$ cat config.mk
export PLATFORM = sky130hd
export DESIGN_NAME = div_iter_param_flat
export DESIGN_NICKNAME = d
export VERILOG_FILES = /design/src/rtl/div_pkg.sv /design/src/rtl/div_iter_param_if.sv /design/src/rtl/div_clz.sv /design/src/rtl/div_iter_param.sv /design/src/flat_wrapper.sv
export SDC_FILE = /design/constraint.sdc
export NUM_CORES = 1
export LEC_CHECK = 0
export CAP_MARGIN = 20
export CORE_MARGIN = 1.5
export CORE_UTILIZATION = 45
export CTS_CLUSTER_SIZE = 14
export DETAILED_ROUTE_END_ITERATION = 16
export PLACE_DENSITY_LB_ADDON = 0.25
export SETUP_SLACK_MARGIN = 0.4
export SKIP_LAST_GASP = 1
export SLEW_MARGIN = 20
export SYNTH_ARGS = -nofsm -noshare
export SYNTH_HDL_FRONTEND = slang
export SYNTH_SLANG_ARGS = --single-unit
$ cat constraint.sdc
create_clock -name clk -period 6.2 [get_ports clk]
set_input_delay 0.93 -clock clk [delete_from_list [all_inputs] [get_ports clk]]
set_output_delay 0.93 -clock clk [all_outputs]
set_load 0.005 [all_outputs]
$ cat src/rtl/div_pkg.sv
// Shared types and helpers for the iterative divider: FSM states, result-valid levels,
// and a conditional two's complement negate used for operand magnitudes and sign fixup.
package div_pkg;

  typedef enum logic [1:0] {
    IDLE,
    CALC,
    FIXUP,
    DONE
  } div_state_e;

  localparam logic DIV_RESULT_NOT_READY = 1'b0;
  localparam logic DIV_RESULT_READY     = 1'b1;

  // Widest operand neg_if can serve; callers zero-extend in and truncate out.
  localparam int DIV_MAX_W = 128;

  function automatic logic [DIV_MAX_W-1:0] neg_if(input logic                 cond,
                                                  input logic [DIV_MAX_W-1:0] x);
    return cond ? (~x + 1'b1) : x;
  endfunction

endpackage

$ cat src/rtl/div_iter_param_if.sv
// Operand/result handshake bundle for div_iter_param; the divider takes the slave side,
// the issuing pipeline stage (or bench) takes the master side.
interface div_iter_param_if #(
  parameter int WIDTH = 32
) ();

  logic                 in_valid_i;
  logic                 in_ready_o;
  logic                 signed_i;
  logic [WIDTH-1:0]     opdata1_i;
  logic [WIDTH-1:0]     opdata2_i;
  logic                 out_valid_o;
  logic                 out_ready_i;
  logic [2*WIDTH-1:0]   result_o;
  logic                 busy_o;

  modport slave (
    input  in_valid_i, signed_i, opdata1_i, opdata2_i, out_ready_i,
    output in_ready_o, out_valid_o, result_o, busy_o
  );

  modport master (
    output in_valid_i, signed_i, opdata1_i, opdata2_i, out_ready_i,
    input  in_ready_o, out_valid_o, result_o, busy_o
  );

endinterface

$ cat src/rtl/div_clz.sv
// Combinational leading-zero count; zero latency, no handshake.
// An all-zero input reports WIDTH.
module div_clz #(
  parameter int WIDTH = 32,
  parameter int LZW   = $clog2(WIDTH) + 1
) (
  input  logic [WIDTH-1:0] val_i,
  output logic [LZW-1:0]   lz_o
);

  logic found;

  always_comb begin
    lz_o  = LZW'(WIDTH);
    found = 1'b0;
    for (int i = WIDTH - 1; i >= 0; i--) begin
      if (!found && val_i[i]) begin
        lz_o  = LZW'(WIDTH - 1 - i);
        found = 1'b1;
      end
    end
  end

endmodule

$ cat src/rtl/div_iter_param.sv
// Iterative restoring divider, one quotient bit per cycle; WIDTH+2 cycles (fewer with SKIP_LZ, 1 for /0).
// Accepts only in IDLE; the result is held in DONE until out_ready_i, flush aborts from any state.
module div_iter_param
  import div_pkg::*;
#(
  parameter int WIDTH   = 32,
  parameter bit SKIP_LZ = 1'b1
) (
  input  logic             clk,
  input  logic             rst,
  input  logic             flush,
  div_iter_param_if.slave  bus
);

  localparam int CW = $clog2(WIDTH) + 1;
  typedef logic [WIDTH-1:0] word_t;

  div_state_e         state_q;
  logic [CW-1:0]      cnt_q;
  word_t              rem_q;
  word_t              q_sr_q;
  word_t              divisor_q;
  logic               sign1_q;
  logic               sign2_q;
  logic               sgn_q;
  logic               out_valid_q;
  logic [2*WIDTH-1:0] result_q;

  word_t              abs_a;
  word_t              abs_b;
  logic [CW-1:0]      lz;
  logic [WIDTH:0]     trial;
  word_t              rem_d;
  word_t              q_sr_d;
  word_t              q_fix;
  word_t              r_fix;

  always_comb begin
    abs_a = WIDTH'(neg_if(bus.signed_i & bus.opdata1_i[WIDTH-1], DIV_MAX_W'(bus.opdata1_i)));
    abs_b = WIDTH'(neg_if(bus.signed_i & bus.opdata2_i[WIDTH-1], DIV_MAX_W'(bus.opdata2_i)));

    // The partial remainder is always below the divisor, so a failed trial fits WIDTH bits.
    trial = {rem_q, q_sr_q[WIDTH-1]} - {1'b0, divisor_q};
    if (!trial[WIDTH]) begin
      rem_d  = trial[WIDTH-1:0];
      q_sr_d = {q_sr_q[WIDTH-2:0], 1'b1};
    end else begin
      rem_d  = {rem_q[WIDTH-2:0], q_sr_q[WIDTH-1]};
      q_sr_d = {q_sr_q[WIDTH-2:0], 1'b0};
    end

    q_fix = WIDTH'(neg_if(sgn_q & (sign1_q ^ sign2_q), DIV_MAX_W'(q_sr_q)));
    r_fix = WIDTH'(neg_if(sgn_q & sign1_q, DIV_MAX_W'(rem_q)));
  end

  if (SKIP_LZ) begin : g_lz
    div_clz #(
      .WIDTH (WIDTH),
      .LZW   (CW)
    ) u_clz (
      .val_i (abs_a),
      .lz_o  (lz)
    );
  end else begin : g_nolz
    assign lz = '0;
  end

  always_ff @(posedge clk or negedge rst) begin
    if (!rst) begin
      state_q     <= IDLE;
      cnt_q       <= '0;
      rem_q       <= '0;
      q_sr_q      <= '0;
      divisor_q   <= '0;
      sign1_q     <= 1'b0;
      sign2_q     <= 1'b0;
      sgn_q       <= 1'b0;
      out_valid_q <= DIV_RESULT_NOT_READY;
      result_q    <= '0;
    end else if (flush) begin
      state_q     <= IDLE;
      out_valid_q <= DIV_RESULT_NOT_READY;
      result_q    <= '0;
    end else begin
      case (state_q)
        IDLE: begin
          if (bus.in_valid_i) begin
            if (bus.opdata2_i == '0) begin
              result_q    <= {bus.opdata1_i, {WIDTH{1'b1}}};
              out_valid_q <= DIV_RESULT_READY;
              state_q     <= DONE;
            end else begin
              sign1_q   <= bus.opdata1_i[WIDTH-1];
              sign2_q   <= bus.opdata2_i[WIDTH-1];
              sgn_q     <= bus.signed_i;
              divisor_q <= abs_b;
              rem_q     <= '0;
              q_sr_q    <= abs_a << lz;
              cnt_q     <= lz;
              // A zero dividend leaves nothing to iterate over.
              state_q   <= (lz == CW'(WIDTH)) ? FIXUP : CALC;
            end
          end
        end
        CALC: begin
          rem_q  <= rem_d;
          q_sr_q <= q_sr_d;
          cnt_q  <= cnt_q + 1'b1;
          if (cnt_q == CW'(WIDTH - 1)) begin
            state_q <= FIXUP;
          end
        end
        FIXUP: begin
          result_q    <= {r_fix, q_fix};
          out_valid_q <= DIV_RESULT_READY;
          state_q     <= DONE;
        end
        DONE: begin
          if (bus.out_ready_i) begin
            out_valid_q <= DIV_RESULT_NOT_READY;
            result_q    <= '0;
            state_q     <= IDLE;
          end
        end
        default: state_q <= IDLE;
      endcase
    end
  end

  assign bus.in_ready_o  = (state_q == IDLE);
  assign bus.busy_o      = (state_q != IDLE);
  assign bus.out_valid_o = out_valid_q;
  assign bus.result_o    = result_q;

endmodule

$ cat src/flat_wrapper.sv
// flat-port wrapper written by rule: the top's interface ports become plain ports
module div_iter_param_flat import div_pkg::*;
#(
  parameter int WIDTH   = 32,
  parameter bit SKIP_LZ = 1'b1
)
  (clk, rst, flush, bus_in_valid_i, bus_signed_i, bus_opdata1_i, bus_opdata2_i, bus_out_ready_i, bus_in_ready_o, bus_out_valid_o, bus_result_o, bus_busy_o);
  div_iter_param_if #(.WIDTH(WIDTH)) bus_i ();
  input  logic clk;
  input  logic rst;
  input  logic flush;
  input wire logic [$bits(bus_i.in_valid_i)-1:0] bus_in_valid_i;
  input wire logic [$bits(bus_i.signed_i)-1:0] bus_signed_i;
  input wire logic [$bits(bus_i.opdata1_i)-1:0] bus_opdata1_i;
  input wire logic [$bits(bus_i.opdata2_i)-1:0] bus_opdata2_i;
  input wire logic [$bits(bus_i.out_ready_i)-1:0] bus_out_ready_i;
  output wire logic [$bits(bus_i.in_ready_o)-1:0] bus_in_ready_o;
  output wire logic [$bits(bus_i.out_valid_o)-1:0] bus_out_valid_o;
  output wire logic [$bits(bus_i.result_o)-1:0] bus_result_o;
  output wire logic [$bits(bus_i.busy_o)-1:0] bus_busy_o;
  assign bus_i.in_valid_i = bus_in_valid_i;
  assign bus_i.signed_i = bus_signed_i;
  assign bus_i.opdata1_i = bus_opdata1_i;
  assign bus_i.opdata2_i = bus_opdata2_i;
  assign bus_i.out_ready_i = bus_out_ready_i;
  assign bus_in_ready_o = bus_i.in_ready_o;
  assign bus_out_valid_o = bus_i.out_valid_o;
  assign bus_result_o = bus_i.result_o;
  assign bus_busy_o = bus_i.busy_o;
  div_iter_param #(.WIDTH(WIDTH), .SKIP_LZ(SKIP_LZ)) u_core (.clk(clk), .rst(rst), .flush(flush), .bus(bus_i));
endmodule
Yosys cells after proc, flatten, opt, wreduce, memory -nomap -nowiden

Index checks and enable logic that the tools add are counted.

Register bits after elaboration: 172
Logic and storage cells: 205
Bits of input ports: 70

Equality and inequality tests: 11
Mux-type cells: 95
Bitwise gates (word level): 11
Add/sub/neg operators: 6
Shift operators: 1
Reductions and logical operators: 71

Operators with widths:

| operator                                              | count |
|---|---|
| 2-to-1 mux 32 bit                                     | 9 |
| 2-to-1 mux 64 bit                                     | 4 |
| 2-to-1 mux 6 bit                                      | 34 |
| one-hot mux 64 bit (3 select lines)                   | 1 |
| adder 32 x 1 -> 32 bit, second input constant         | 4 |
| NOT 32 bit                                            | 4 |
| one-hot mux 32 bit (2 select lines)                   | 2 |
| 2-to-1 mux 1 bit                                      | 36 |
| subtractor 33 x 32 -> 33 bit                          | 1 |
| logical NOT 32 bit                                    | 1 |
| << shifter 32 x 6 -> 32 bit                           | 1 |
| logical AND 1 bit                                     | 31 |
| logical NOT 1 bit                                     | 31 |
| 2-to-1 mux 2 bit                                      | 6 |
| one-hot mux 6 bit (2 select lines)                    | 1 |
| AND reduction 4 bit                                   | 3 |
| one-hot mux 2 bit (4 select lines)                    | 1 |
| adder 6 x 1 -> 6 bit, second input constant           | 1 |
| == test 6 x 5 -> 1 bit, second input constant         | 1 |
| == test 6 bit, second input constant                  | 1 |
| inequality test 3 x 2 -> 1 bit, second input constant | 2 |
| inequality test 3 bit, second input constant          | 2 |
| AND 1 bit                                             | 4 |
| == test 2 bit, second input constant                  | 2 |
| other kinds (9)                                       | 12 |

Logic depth before layout (Yosys ltp)

Gate-level depths: netlist of the first run.

Depth after elaboration: 103
Mapped depth: 20
Mapped depth without buffers: 17

Modules after synthesis

Synthesis of the first run repeated with hierarchy kept, for this count alone.

Cells, all modules: 1784
Area, all modules: 14507.7 um2

Modules (own cells, without submodules):

| module         | area each (um2) | instances | cells an instance |
|---|---|---|---|
| div_iter_param | 14122.3         | 1         | 1720 |
| div_clz        | 385.4           | 1         | 64 |

Worst setup path before layout of the first run

Ideal clock, no wire load.

Path type: input to register
Start point: input bus_opdata1_i[0]
End point: register u_core.q_sr_q[30]
Stages: 18
Library setup time: 0.141 ns
Arrival: 4.469 ns
Setup slack: 1.590 ns
Path buffers: 4
Data required time: 6.059 ns
Path through: clkbuf_1 -> inv_1 -> ha_1 -> clkbuf_1 -> nand4_1 -> nor4_1 -> a311o_1 -> nand3_1 -> or3b_4 -> a221o_1 -> nand3_2 -> buf_6 -> buf_8 -> mux2_2 -> a211oi_1 -> o221ai_1 -> o22ai_1 -> a31oi_1

Cells in the longest elaborated chain, start to end: 101

RTL lines:

| element                               | RTL line              | text |
|---|---|---|
| start, declared                       | flat_wrapper.sv:14    | `input wire logic [$bits(bus_i.opdata1_i)-1:0] bus_opdata1_i;` |
| NOT 32 bit                            | div_pkg.sv:20         | `return cond ? (~x + 1'b1) : x;` |
| adder 32 x 1 -> 32 bit                | div_pkg.sv:20         |  |
| 2-to-1 mux 32 bit *                   | div_pkg.sv:20         |  |
| 2-to-1 mux 1 bit                      | div_clz.sv:17         | `if (!found && val_i[i]) begin` |
| logical NOT 1 bit                     | div_clz.sv:17         |  |
| logical AND 1 bit                     | div_clz.sv:17         |  |
| 2-to-1 mux 1 bit                      | div_clz.sv:17         |  |
| logical NOT 1 bit                     | div_clz.sv:17         |  |
| [85 not listed]                       | n/a                   |  |
| 2-to-1 mux 1 bit                      | div_clz.sv:17         |  |
| logical NOT 1 bit                     | div_clz.sv:17         |  |
| logical AND 1 bit                     | div_clz.sv:17         |  |
| 2-to-1 mux 6 bit                      | div_clz.sv:17         |  |
| << shifter 32 x 6 -> 32 bit *         | div_iter_param.sv:98  | `q_sr_q <= abs_a << lz;` |
| 2-to-1 mux 32 bit *                   | div_iter_param.sv:88  | `if (bus.opdata2_i == '0) begin` |
| 2-to-1 mux 32 bit *                   | div_iter_param.sv:87  | `if (bus.in_valid_i) begin` |
| one-hot mux 32 bit (2 select lines) * | div_iter_param.sv:85  | `case (state_q)` |
| end signal, assigned                  | div_iter_param.sv:98  |  |
| end signal, assigned                  | div_iter_param.sv:107 | `q_sr_q <= q_sr_d;` |
| end, declared                         | div_iter_param.sv:21  | `word_t q_sr_q;` |

Every way passes the cells marked *; elsewhere a longest branch is shown, timed or not. The select of a mux whose other input is x is not followed.
A chain may end at the register's enable or synchronous reset.

Final worst setup path of the first run

Start point: input bus_opdata1_i[0]
End point: register u_core.q_sr_q[28]

Same word-level chain as after synthesis.

==> results of run 1 <==
==> layer usage <==
metal / GRT usage, % / vias up / routed length, um
met5: 0 / - / 0
met4: 8.81 / 0 / 1190
met3: 4.61 / 74 / 2710
met2: 46.9 / 477 / 21200
met1: 38.6 / 6581 / 20900
li1: - / 6477 / -
==> placed cells by master (no fill, tap or decap), drive strengths merged, types with 8 or more instances in the layout <==
cell type,n
dfrtp,172
nor2,167
nand2,159
clkdlybuf4s50,134
a21oi,124
o21ai,115
xnor2,102
mux2i,79
inv,70
nor3,53
xor2,52
a21o,45
a211oi,43
buf,42
ha,41
nand3,39
a31oi,37
nor4,27
and3,26
o31ai,21
o22ai,21
mux2,20
clkbuf,19
or3,18
a221oi,17
nand4,14
or4,13
and2,12
o221ai,10
nand2b,9
o211ai,9
o21bai,8
o41ai,8
or2,8
==> registers in the layout (all words and copies together), names as in the netlist <==
signal	cells
u_core.cnt_q	6
u_core.q_sr_q	32
u_core.rem_q	32
u_core.sign2_q	1
u_core.bus.out_valid_o	1
u_core.state_q	2
u_core.sign1_q	1
u_core.sgn_q	1
u_core.divisor_q	32
u_core.bus.result_o	64
==> cells by family (layout without fill, tap and decap cells) <==
kind of cell / count (synthesis) / in the layout / synth area share, %
compound gates: 519 / 519 / 24.0
fa+ha+maj: 42 / 42 / 3.76
simple gates: 567 / 567 / 19.4
other cells: 0 / 1 / 0
xor+xnor: 154 / 154 / 9.52
mux: 100 / 100 / 7.44
flops: 172 / 172 / 30.4
buf+inv: 183 / 276 / 5.43
==> area by class of cell <==
class,instances,area share [%]
Antenna cell,1,0.0152
Clock buffer,19,2.75
Clock inverter,12,0.857
Inverter,69,1.57
Multi-Input combinational cell,1382,55.4
Sequential cell,172,26.1
Tap cell,396,3.00
Timing Repair Buffer,176,10.3
==> power breakdown <==
| part | total, W | switching [W] | leakage, nW | internal, W |
|---|---|---|---|---|
| registers | 0.00206 | 0.000475 | 2.22 | 0.00159 |
| clock network | 0.00110 | 0.000482 | 0.286 | 0.000616 |
| logic | 0.00444 | 0.00252 | 4.31 | 0.00192 |
==> how the worst max path moves through the flow <==
stage	to	slack [ns]
after global placement	u_core.q_sr_q[22]$_DFFE_PN0P_	0.40
after detailed placement	u_core.q_sr_q[22]$_DFFE_PN0P_	0.46
after floorplan	u_core.q_sr_q[30]$_DFFE_PN0P_	1.59
after global routing	u_core.q_sr_q[28]$_DFFE_PN0P_	0.49
final	u_core.q_sr_q[28]$_DFFE_PN0P_	0.81
after CTS	u_core.q_sr_q[28]$_DFFE_PN0P_	0.90
==> per-stage QoR <==
| stage | instances | utilization [%] | hold slack [ns] | area [um2] |
|---|---|---|---|---|
| after CTS | 2226 | 53.5 | 0.480 | 16500 |
| after global routing | 2226 | 53.5 | 0.502 | 16500 |
| after detailed placement | 2195 | 51.6 | 0.464 | 15900 |
| final | 2227 | 53.5 | 0.477 | 16500 |
| after global placement | 2195 | 51.6 | 0.462 | 15900 |
| after floorplan | 1737 | - | 0.468 | 14200 |
==> synthesized netlist by cell type (all sizes together), types with 17 or more instances <==
cell type / count / share of area, %
inv: 69 / 1.8
a31oi: 37 / 1.6
nand3: 39 / 1.4
nor3: 53 / 2.0
nand2: 159 / 4.2
o21ai: 115 / 4.1
xor2: 52 / 3.2
or3: 18 / 0.79
and3: 26 / 1.1
a21oi: 124 / 4.4
ha: 41 / 3.6
a21o: 45 / 2.4
mux2i: 79 / 5.7
mux2: 20 / 1.6
a211oi: 43 / 2.3
clkbuf: 91 / 2.4
o31ai: 21 / 1.1
dfrtp: 172 / 30
a221oi: 17 / 1.1
o22ai: 21 / 0.93
xnor2: 102 / 6.3
buf: 23 / 1.2
nor4: 27 / 1.5
nor2: 167 / 4.4
==> flow_metrics.env, run 1 <==
export IMPL_cts_tree="yes"
export IMPL_drive_above_1_share_pct=7.38
export IMPL_cpMostUsedCell="inv_1"
export IMPL_ys_warn_count=0
export IMPL_cts_hold_buf=0
export IMPL_place_gp_congestion=0.927
export IMPL_final_max_slew_violation_count=0
export IMPL_drc=0
export IMPL_synth_edf_count=0
export IMPL_avgRoutedWirePerCell_um=20.6
export IMPL_clk_latency_ns=0.45
export IMPL_fin_nets=1930
export IMPL_rsz0062_at_grt="no"
export IMPL_final_period_utilization_pct=87.0
export IMPL_max_slew_margin_rel_pct=25.0
export IMPL_worst_slew_pin_slew_ns=1.12
export IMPL_finalHoldViolCount=0
export IMPL_final_fill_count=2909
export IMPL_pre_cts_slack_ns=0.461
export IMPL_ys_types=89
export IMPL_die_area_um2=32600
export IMPL_worst_endpoint_required_ns=6.55
export IMPL_path_cells="clkdlybuf4s50_1, inv_1, ha_1, nor4b_1, and2_1, a31oi_1, a211oi_1, o21ba_4, or3b_4, o2bb2ai_4, inv_1, or3_1, mux2i_2, mux2i_1, o221ai_1"
export IMPL_dp_hpwl_um=35300
export IMPL_fp_dieH_um=180
export IMPL_whs_path_depth=1
export IMPL_syn_instance_count=1737
export IMPL_cp_arrival_ns=5.74
export IMPL_ir_drop_v=0.000247
export IMPL_fp_dieW_um=180
export IMPL_cp_end_kind="flop"
export IMPL_ys_seq_area_share_pct=30.4
export IMPL_core_area_um2=30800
export IMPL_regArea_um2=4300
export IMPL_placement_rows=64
export IMPL_clkSlewWorstSetupHoldPaths_ns=0.07
export IMPL_ctsResizeCount=0
export IMPL_num_vias=13600
export IMPL_avgViaCountPerCell=6.11
export IMPL_grt_first_pass_wirelength_um=73900
export IMPL_path_depth=15
export IMPL_synth_flop_cell="dfrtp_1"
export IMPL_drt_total_wl_um=46000
export IMPL_synth_seq_cells=172
export IMPL_p_leak_nw=6.81
export IMPL_p_per_area_nw_per_um2=461
export IMPL_start_util_pct=46.0
export IMPL_ant_nets=0
export IMPL_max_freq_mhz=185
export IMPL_syn_area_um2=14200
export IMPL_grt_start_max_net_pins=86
export IMPL_synth_nets=1849
export IMPL_fin_crit_ns=5.39
export IMPL_r2r_start="u_core.q_sr_q[31]$_DFFE_PN0P_"
export IMPL_post_synth_cell_area_avg_um2=8.16
export IMPL_r2r_cells=18
export IMPL_dr_pass1_iters=5
export IMPL_overflow=0
export IMPL_root_buffer="clkbuf_16"
export IMPL_multi_input_area_um2=9150
export IMPL_status="completed"
export IMPL_finalClockSkew_ns=0.0124
export IMPL_cts_sinks=172
export IMPL_crit_path_top_delay_cell="clkdlybuf4s50_1"
export IMPL_syn_to_final_growth_pct=16.4
export IMPL_critical_path_max_stage_delay_ns=0.62
export IMPL_cp_buffers_inverters=3
export IMPL_grt_usage_pct=28.6
export IMPL_p_total_w=0.00760
export IMPL_setup_viol=0
export IMPL_r2r_end="u_core.rem_q[0]$_DFFE_PN0P_"
export IMPL_cp_top_family="simple AND/OR/NAND/NOR gates"
export IMPL_hold_class="flop to flop"
export IMPL_timing_final_ws_setup_ns=0.808
export IMPL_drv_cap=0
export IMPL_crit_type="input port to flop"
export IMPL_tns_ns=0
export IMPL_htreeDepth=4
export IMPL_cts_made_buffers=17
export IMPL_hold_path_endpoint="u_core.bus.result_o[31]$_DFFE_PN0P_"
export IMPL_portBuffers=136
export IMPL_first_global_vias=13200
export IMPL_async_flop_share_pct=100
export IMPL_cts_setup_buffers=0
export IMPL_drtIter0Drc=1248
export IMPL_start_kind="input port"
export IMPL_min_delay_start="u_core.bus.result_o[31]$_DFFE_PN0P_"
export IMPL_reg2reg_slack_ns=1.22
export IMPL_num_io_pins=137
export IMPL_cts_max_path_buffers=2
export IMPL_crit_path_start="bus_opdata1_i[0]"
export IMPL_cp_max_fo=14
export IMPL_antenna_found_initial=1
No activity file was read; power rests on OpenSTA's default activity.
==> run 2, diff against run 1 <==
--- a/config.mk
+++ b/config.mk
@@ -8,11 +8,11 @@
 export CAP_MARGIN = 20
 export CORE_MARGIN = 1.5
 export CORE_UTILIZATION = 45
-export CTS_CLUSTER_SIZE = 14
+export CTS_CLUSTER_SIZE = 16
 export DETAILED_ROUTE_END_ITERATION = 16
+export GPL_ROUTABILITY_DRIVEN = 0
 export PLACE_DENSITY_LB_ADDON = 0.25
 export SETUP_SLACK_MARGIN = 0.4
-export SKIP_LAST_GASP = 1
 export SLEW_MARGIN = 20
 export SYNTH_ARGS = -nofsm -noshare
 export SYNTH_HDL_FRONTEND = slang
==> run 2 against run 1 <==
Compared with the run above: first-iteration DRC count increased by 9.5%; largest power group unchanged; highest routed layer unchanged; utilization is 0.47 points lower; combinational power fell by 2%.
==> flow_metrics.env, run 2 (synthesized netlist as in run 1, its figures left out) <==
export IMPL_status="completed"
export IMPL_core_area_um2=30800
export IMPL_reg2reg_slack_ns=1.04
export IMPL_final_max_slew_violation_count=0
export IMPL_antenna_cells=0
export IMPL_grt_first_pass_wirelength_um=68800
export IMPL_cts_tree="yes"
export IMPL_start_kind="input port"
export IMPL_crit_type="input port to flop"
export IMPL_pwr_share_seq_pct=27.6
export IMPL_start_util_pct=46.0
export IMPL_clkSlewWorstSetupHoldPaths_ns=0.07
export IMPL_whs_ns=0.445
export IMPL_path_cells="clkdlybuf4s50_1, inv_1, ha_1, nor4b_1, nand2_1, o21ai_0, xnor2_1, nor4_1, nand2_1, a221o_1, nand3_2, buf_12, mux2_2, mux2_2, mux2i_1, nand2b_1, a31oi_1"
export IMPL_final_period_utilization_pct=86.5
export IMPL_hold_class="input port to async pin"
export IMPL_max_freq_mhz=186
export IMPL_antenna_found_initial=0
export IMPL_layout_commonest_cell="dfrtp_1"
export IMPL_critical_path_max_stage_delay_ns=0.56
export IMPL_p_per_area_nw_per_um2=457
export IMPL_avgViaCountPerCell=6.17
export IMPL_p_leak_nw=6.74
export IMPL_avgRoutedWirePerCell_um=19.6
export IMPL_final_fill_count=2822
export IMPL_setup_viol=0
export IMPL_syn_to_final_growth_pct=15.4
export IMPL_crit_path_top_delay_cell="clkdlybuf4s50_1"
export IMPL_portBuffers=136
export IMPL_postLayoutCellArea_um2=16400
export IMPL_fin_crit_ns=5.37
export IMPL_num_vias=13700
export IMPL_fp_dieW_um=180
export IMPL_cts_setup_buffers=0
export IMPL_dpl_instance_area_um2=15800
export IMPL_ir_drop_v=0.000303
export IMPL_r2r_end="u_core.rem_q[16]$_DFFE_PN0P_"
export IMPL_dp_hpwl_um=33000
export IMPL_drc=0
export IMPL_cts_made_buffers=17
export IMPL_first_global_vias=12700
export IMPL_drt_total_wl_um=43400
export IMPL_htreeDepth=4
export IMPL_p_sw_w=0.00344
export IMPL_max_slew_margin_rel_pct=28.8
export IMPL_largest_register_ffs=64
export IMPL_overflow=0
export IMPL_rsz0062_at_grt="no"
export IMPL_cp_arrival_ns=5.73
export IMPL_worst_slew_pin_slew_ns=1.07
export IMPL_die_area_um2=32600
export IMPL_worst_endpoint_required_ns=6.57
export IMPL_tns_ns=0
export IMPL_finalClockSkew_ns=0.0109
export IMPL_ctsResizeCount=0
export IMPL_r2r_cells=18
export IMPL_utilization_pct=53.0
export IMPL_finalHoldViolCount=0
export IMPL_ant_nets=0
export IMPL_clk_latency_ns=0.44
export IMPL_power_internal_w=0.00404
export IMPL_grt_start_max_net_pins=63
export IMPL_fp_dieH_um=180
export IMPL_drv_cap=0
export IMPL_cts_max_path_buffers=2
export IMPL_combPwrFrac_pct=58.4
export IMPL_pwr_share_clk_pct=13.9
export IMPL_drtIter0Drc=1367
export IMPL_cts_hold_buf=0
export IMPL_dr_pass1_iters=5
export IMPL_fin_nets=1919
export IMPL_final_cell_mix="dfrtp_1 (172), nor2_1 (165), nand2_1 (158)"
export IMPL_root_buffer="clkbuf_16"
export IMPL_cp_end_kind="flop"
export IMPL_sw_frac_of_total_pct=46.0
export IMPL_num_io_pins=137
export IMPL_grt_usage_pct=26.2
export IMPL_p_total_w=0.00748
export IMPL_cp_max_fo=37
export IMPL_cts_sinks=172
export IMPL_placement_rows=64
export IMPL_r2r_start="u_core.q_sr_q[31]$_DFFE_PN0P_"
export IMPL_drive_above_1_share_pct=6.81
run 2: cell count changes in the layout (fill, tap and decap cells not counted):
cell / change
clkbuf_1: +1
buf_4: -9
bufinv_16: -2
inv_6: +5
clkinv_4: -4
diode_2: -1
buf_12: -2
inv_8: +1
run 2: final cells by class:
class                   instances  area (um2)  area share, %
clock inverters                12         101          0.620
flip-flops and latches        172        4300           26.3
clock buffers                  20         457           2.79
well taps                     396         495           3.03
repair buffers                165        1590           9.71
multi-input cells            1382        9150           55.9
inverters                      69         259           1.58
run 2: worst max path at each step:
stage | start | end | slack, ns | depth (start not counted)
5_1_grt | bus_opdata1_i[1] | u_core.q_sr_q[22]$_DFFE_PN0P_ | 0.62 | 17
3_3_place_gp | bus_opdata1_i[4] | u_core.q_sr_q[28]$_DFFE_PN0P_ | 0.77 | 16
3_5_place_dp | bus_opdata1_i[1] | u_core.q_sr_q[30]$_DFFE_PN0P_ | 0.61 | 17
4_1_cts | u_core.q_sr_q[31]$_DFFE_PN0P_ | u_core.rem_q[22]$_DFFE_PN0P_ | 0.96 | 18
6_report | bus_opdata1_i[1] | u_core.q_sr_q[30]$_DFFE_PN0P_ | 0.83 | 17
2_1_floorplan | bus_opdata1_i[0] | u_core.q_sr_q[30]$_DFFE_PN0P_ | 1.59 | 18
run 2: per-stage QoR:
step           std cells  worst slack (ns)
2_1_floorplan       1737              1.59
3_3_place_gp        2184             0.774
3_5_place_dp        2184             0.609
4_1_cts             2216             0.961
5_1_grt             2216             0.621
6_report            2216             0.834
run 2: power by group through the flow:
| stage | combinational, W | clock [W] | sequential [W] |
|---|---|---|---|
| 2_1_floorplan | 0.00305 | 0 | 0.00192 |
| 3_3_place_gp | 0.00425 | 0 | 0.00206 |
| 3_5_place_dp | 0.00430 | 0 | 0.00207 |
| 4_1_cts | 0.00433 | 0.00106 | 0.00205 |
| 5_1_grt | 0.00481 | 0.00111 | 0.00212 |
| 6_report | 0.00437 | 0.00104 | 0.00207 |
run 2: worst max-delay path: cells and delay by family:
family                   cells  cell delay (ns)
AND/OR/NAND/NOR              6             1.49
XOR/XNOR                     1             0.19
multiplexers                 3             0.92
adder cells (fa/ha/maj)      1             0.39
AO/OA/AOI/OAI                3             0.87
buffers and inverters        3             0.91
run 2: layer usage:
metal  vias up  GRT usage [%]  routed length, um
met1      6463           35.8              18900
li1       6459              -                  -
met4         0           10.4               1500
met2       629           42.3              19900
met5         -              0                  0
met3       111           3.27               3100
==> run 3, diff against run 2 <==
--- a/config.mk
+++ b/config.mk
@@ -6,12 +6,14 @@
 export NUM_CORES = 1
 export LEC_CHECK = 0
 export CAP_MARGIN = 20
-export CORE_MARGIN = 1.5
+export CORE_MARGIN = 8
 export CORE_UTILIZATION = 45
+export CTS_BUF_LIST = sky130_fd_sc_hd__clkbuf_8
 export CTS_CLUSTER_SIZE = 16
 export DETAILED_ROUTE_END_ITERATION = 16
 export GPL_ROUTABILITY_DRIVEN = 0
 export PLACE_DENSITY_LB_ADDON = 0.25
+export RECOVER_POWER = 100
 export SETUP_SLACK_MARGIN = 0.4
 export SLEW_MARGIN = 20
 export SYNTH_ARGS = -nofsm -noshare
==> run 3 against run 2 <==
Compared with the run above: the run now ends with capacitance limit, slew limit left; routed wire length is 3.9% higher; global-route usage shrank 2.6 points; critical path depth down 3; utilization is 1.5 points lower; count of clock-buffer cells in the layout is 2 lower; combinational power fell by 2%; total power is 3.9% lower; die area rose by 15%; fmax down 5.9%; largest power group unchanged.
==> flow_metrics.env, run 3 (synthesized netlist as in run 1, its figures left out) <==
export IMPL_finalHoldViolCount=0
export IMPL_cts_max_path_buffers=2
export IMPL_drv_cap=3
export IMPL_clkSlewWorstSetupHoldPaths_ns=0.09
export IMPL_r2r_start="u_core.q_sr_q[31]$_DFFE_PN0P_"
export IMPL_dr_pass1_iters=6
export IMPL_worst_endpoint_required_ns=6.59
export IMPL_rsz0062_at_grt="no"
export IMPL_layout_commonest_cell="dfrtp_1"
export IMPL_ant_nets=0
export IMPL_num_io_pins=137
export IMPL_grt_start_max_net_pins=78
export IMPL_dp_hpwl_um=34200
export IMPL_start_util_pct=45.3
export IMPL_whs_ns=0.476
export IMPL_num_vias=13800
export IMPL_fp_dieH_um=193
export IMPL_ctsResizeCount=0
export IMPL_antenna_found_initial=0
export IMPL_drtIter0Drc=1591
export IMPL_final_max_slew_violation_count=164
export IMPL_drc=0
export IMPL_cp_buffers_inverters=3
export IMPL_cp_top_family="buffers and inverters"
export IMPL_p_sw_w=0.00337
export IMPL_combPwrFrac_pct=59.4
export IMPL_endpoint="u_core.q_sr_q[28]$_DFFE_PN0P_"
export IMPL_cp_arrival_ns=6.09
export IMPL_cp_max_fo=15
export IMPL_cts_hold_buf=0
export IMPL_placement_rows=65
export IMPL_grt_first_pass_wirelength_um=73100
export IMPL_violations="capacitance limit, slew limit"
export IMPL_final_cell_mix="dfrtp_1 (172), nor2_1 (167), nand2_1 (158)"
export IMPL_path_depth=14
export IMPL_hold_class="flop to flop"
export IMPL_p_leak_nw=6.83
export IMPL_cts_made_buffers=17
export IMPL_r2r_cells=18
export IMPL_path_cells="dlygate4sd3_1, nand2_1, clkbuf_1, a21oi_1, xnor2_1, a311oi_1, nand4_1, a311oi_2, o2bb2ai_2, inv_1, or3_1, mux2i_1, mux2i_1, o221ai_1"
export IMPL_crit_path_top_delay_cell="dlygate4sd3_1"
export IMPL_htreeDepth=4
export IMPL_avgRoutedWirePerCell_um=20.3
export IMPL_r2r_end="u_core.rem_q[8]$_DFFE_PN0P_"
export IMPL_p_per_area_nw_per_um2=445
export IMPL_cts_tree="yes"
export IMPL_cts_sinks=172
export IMPL_power_internal_w=0.00382
export IMPL_finalClockSkew_ns=0.0186
export IMPL_fin_crit_ns=5.71
export IMPL_die_area_um2=37400
export IMPL_portBuffers=136
export IMPL_avgViaCountPerCell=6.19
export IMPL_critical_path_max_stage_delay_ns=0.89
export IMPL_pwr_share_clk_pct=11.8
export IMPL_clk_latency_ns=0.48
export IMPL_ir_drop_v=0.000169
export IMPL_max_slew_margin_rel_pct=-183
export IMPL_status="finished, violations left"
export IMPL_max_freq_mhz=175
export IMPL_largest_register_ffs=64
export IMPL_core_area_um2=31300
export IMPL_root_buffer="clkbuf_8"
export IMPL_whs_path_depth=1
export IMPL_cpMostUsedCell="mux2i_1"
export IMPL_cts_setup_buffers=0
export IMPL_setup_viol=0
export IMPL_fin_nets=1921
export IMPL_worst_slew_pin_slew_ns=4.24
export IMPL_fp_dieW_um=193
export IMPL_drt_total_wl_um=45100
export IMPL_cp_end_kind="flop"
export IMPL_start_kind="input port"
export IMPL_reg2reg_slack_ns=0.71
export IMPL_sw_frac_of_total_pct=46.9
export IMPL_crit_path_start="bus_signed_i"
export IMPL_first_global_vias=13200
export IMPL_overflow=0
export IMPL_drive_above_1_share_pct=6.04
export IMPL_tns_ns=0
export IMPL_pwr_share_seq_pct=28.7
export IMPL_antenna_cells=0
export IMPL_grt_usage_pct=23.7
export IMPL_crit_type="input port to flop"
export IMPL_syn_to_final_growth_pct=13.9
export IMPL_final_period_utilization_pct=92.0
export IMPL_utilization_pct=51.5
-- run 3: changes by cell type in the layout (fill, tap and decap cells not counted), moves of 4 or more --
cell             delta
buf_4               -9
clkbuf_16          -17
clkbuf_2            +7
clkbuf_8           +16
clkdlybuf4s50_1    -71
clkinv_2            +4
dlygate4sd3_1      +71
mux2_1              +5
mux2_2              -5
-- run 3: worst min path at each step --
stage / startpoint / endpoint / slack (ns)
2_1_floorplan: u_core.cnt_q[1]$_DFFE_PN0P_ / u_core.cnt_q[1]$_DFFE_PN0P_ / 0.47
3_3_place_gp: u_core.bus.result_o[22]$_DFFE_PN0P_ / u_core.bus.result_o[22]$_DFFE_PN0P_ / 0.46
3_5_place_dp: u_core.bus.result_o[26]$_DFFE_PN0P_ / u_core.bus.result_o[26]$_DFFE_PN0P_ / 0.46
4_1_cts: rst / u_core.q_sr_q[29]$_DFFE_PN0P_ / 0.49
5_1_grt: u_core.bus.result_o[8]$_DFFE_PN0P_ / u_core.bus.result_o[8]$_DFFE_PN0P_ / 0.50
6_report: u_core.bus.result_o[8]$_DFFE_PN0P_ / u_core.bus.result_o[8]$_DFFE_PN0P_ / 0.48
-- run 3: per-stage QoR --
stage | total power, W | std cells | cell area (um2) | setup WS, ns
detailed placement | 0.00640 | 2192 | 15800 | 0.480
floorplan | 0.00497 | 1737 | 14200 | 1.59
finish | 0.00719 | 2224 | 16100 | 0.495
CTS | 0.00728 | 2224 | 16300 | 0.901
global route | 0.00775 | 2224 | 16100 | 0.284
global placement | 0.00633 | 2192 | 15800 | 0.500
-- run 3: layout make-up --
| class | count | area [um2] |
|---|---|---|
| Multi-Input combinational cell | 1382 | 9080 |
| Fill cell | 2977 | 15200 |
| Inverter | 69 | 259 |
| Timing Repair Buffer | 167 | 1580 |
| Tap cell | 402 | 503 |
| Clock inverter | 14 | 166 |
| Sequential cell | 172 | 4300 |
| Clock buffer | 18 | 248 |
-- run 3: power by group through the flow --
stage	sequential (W)	combinational (W)	clock, W
floorplan	0.00192	0.00305	0
global placement	0.00207	0.00426	0
detailed placement	0.00208	0.00432	0
CTS	0.00206	0.00435	0.000867
global route	0.00212	0.00472	0.000911
finish	0.00207	0.00427	0.000851
-- run 3: routing by layer --
layer  wire length (um)  track usage, %
met4               1480            8.78
met2              20800            38.5
met5                  0               0
met3               3210            3.31
met1              19600            31.6
-- run 3: worst reg2reg max path, stage by stage (launching register included) --
cell       delay, ns
dfrtp_1         0.47
inv_1           0.17
ha_1            0.19
inv_1           0.05
fa_1            0.40
a21o_1          0.18
a21oi_1         0.27
o21ai_0         0.22
a2111oi_0       0.69
o211a_1         0.28
o211ai_1        0.14
a21boi_0        0.29
nor2_1          0.12
a21o_1          0.19
a21oi_1         0.23
xnor2_2         0.46
clkbuf_2        0.65
mux2i_1         0.27
o21ai_0         0.10
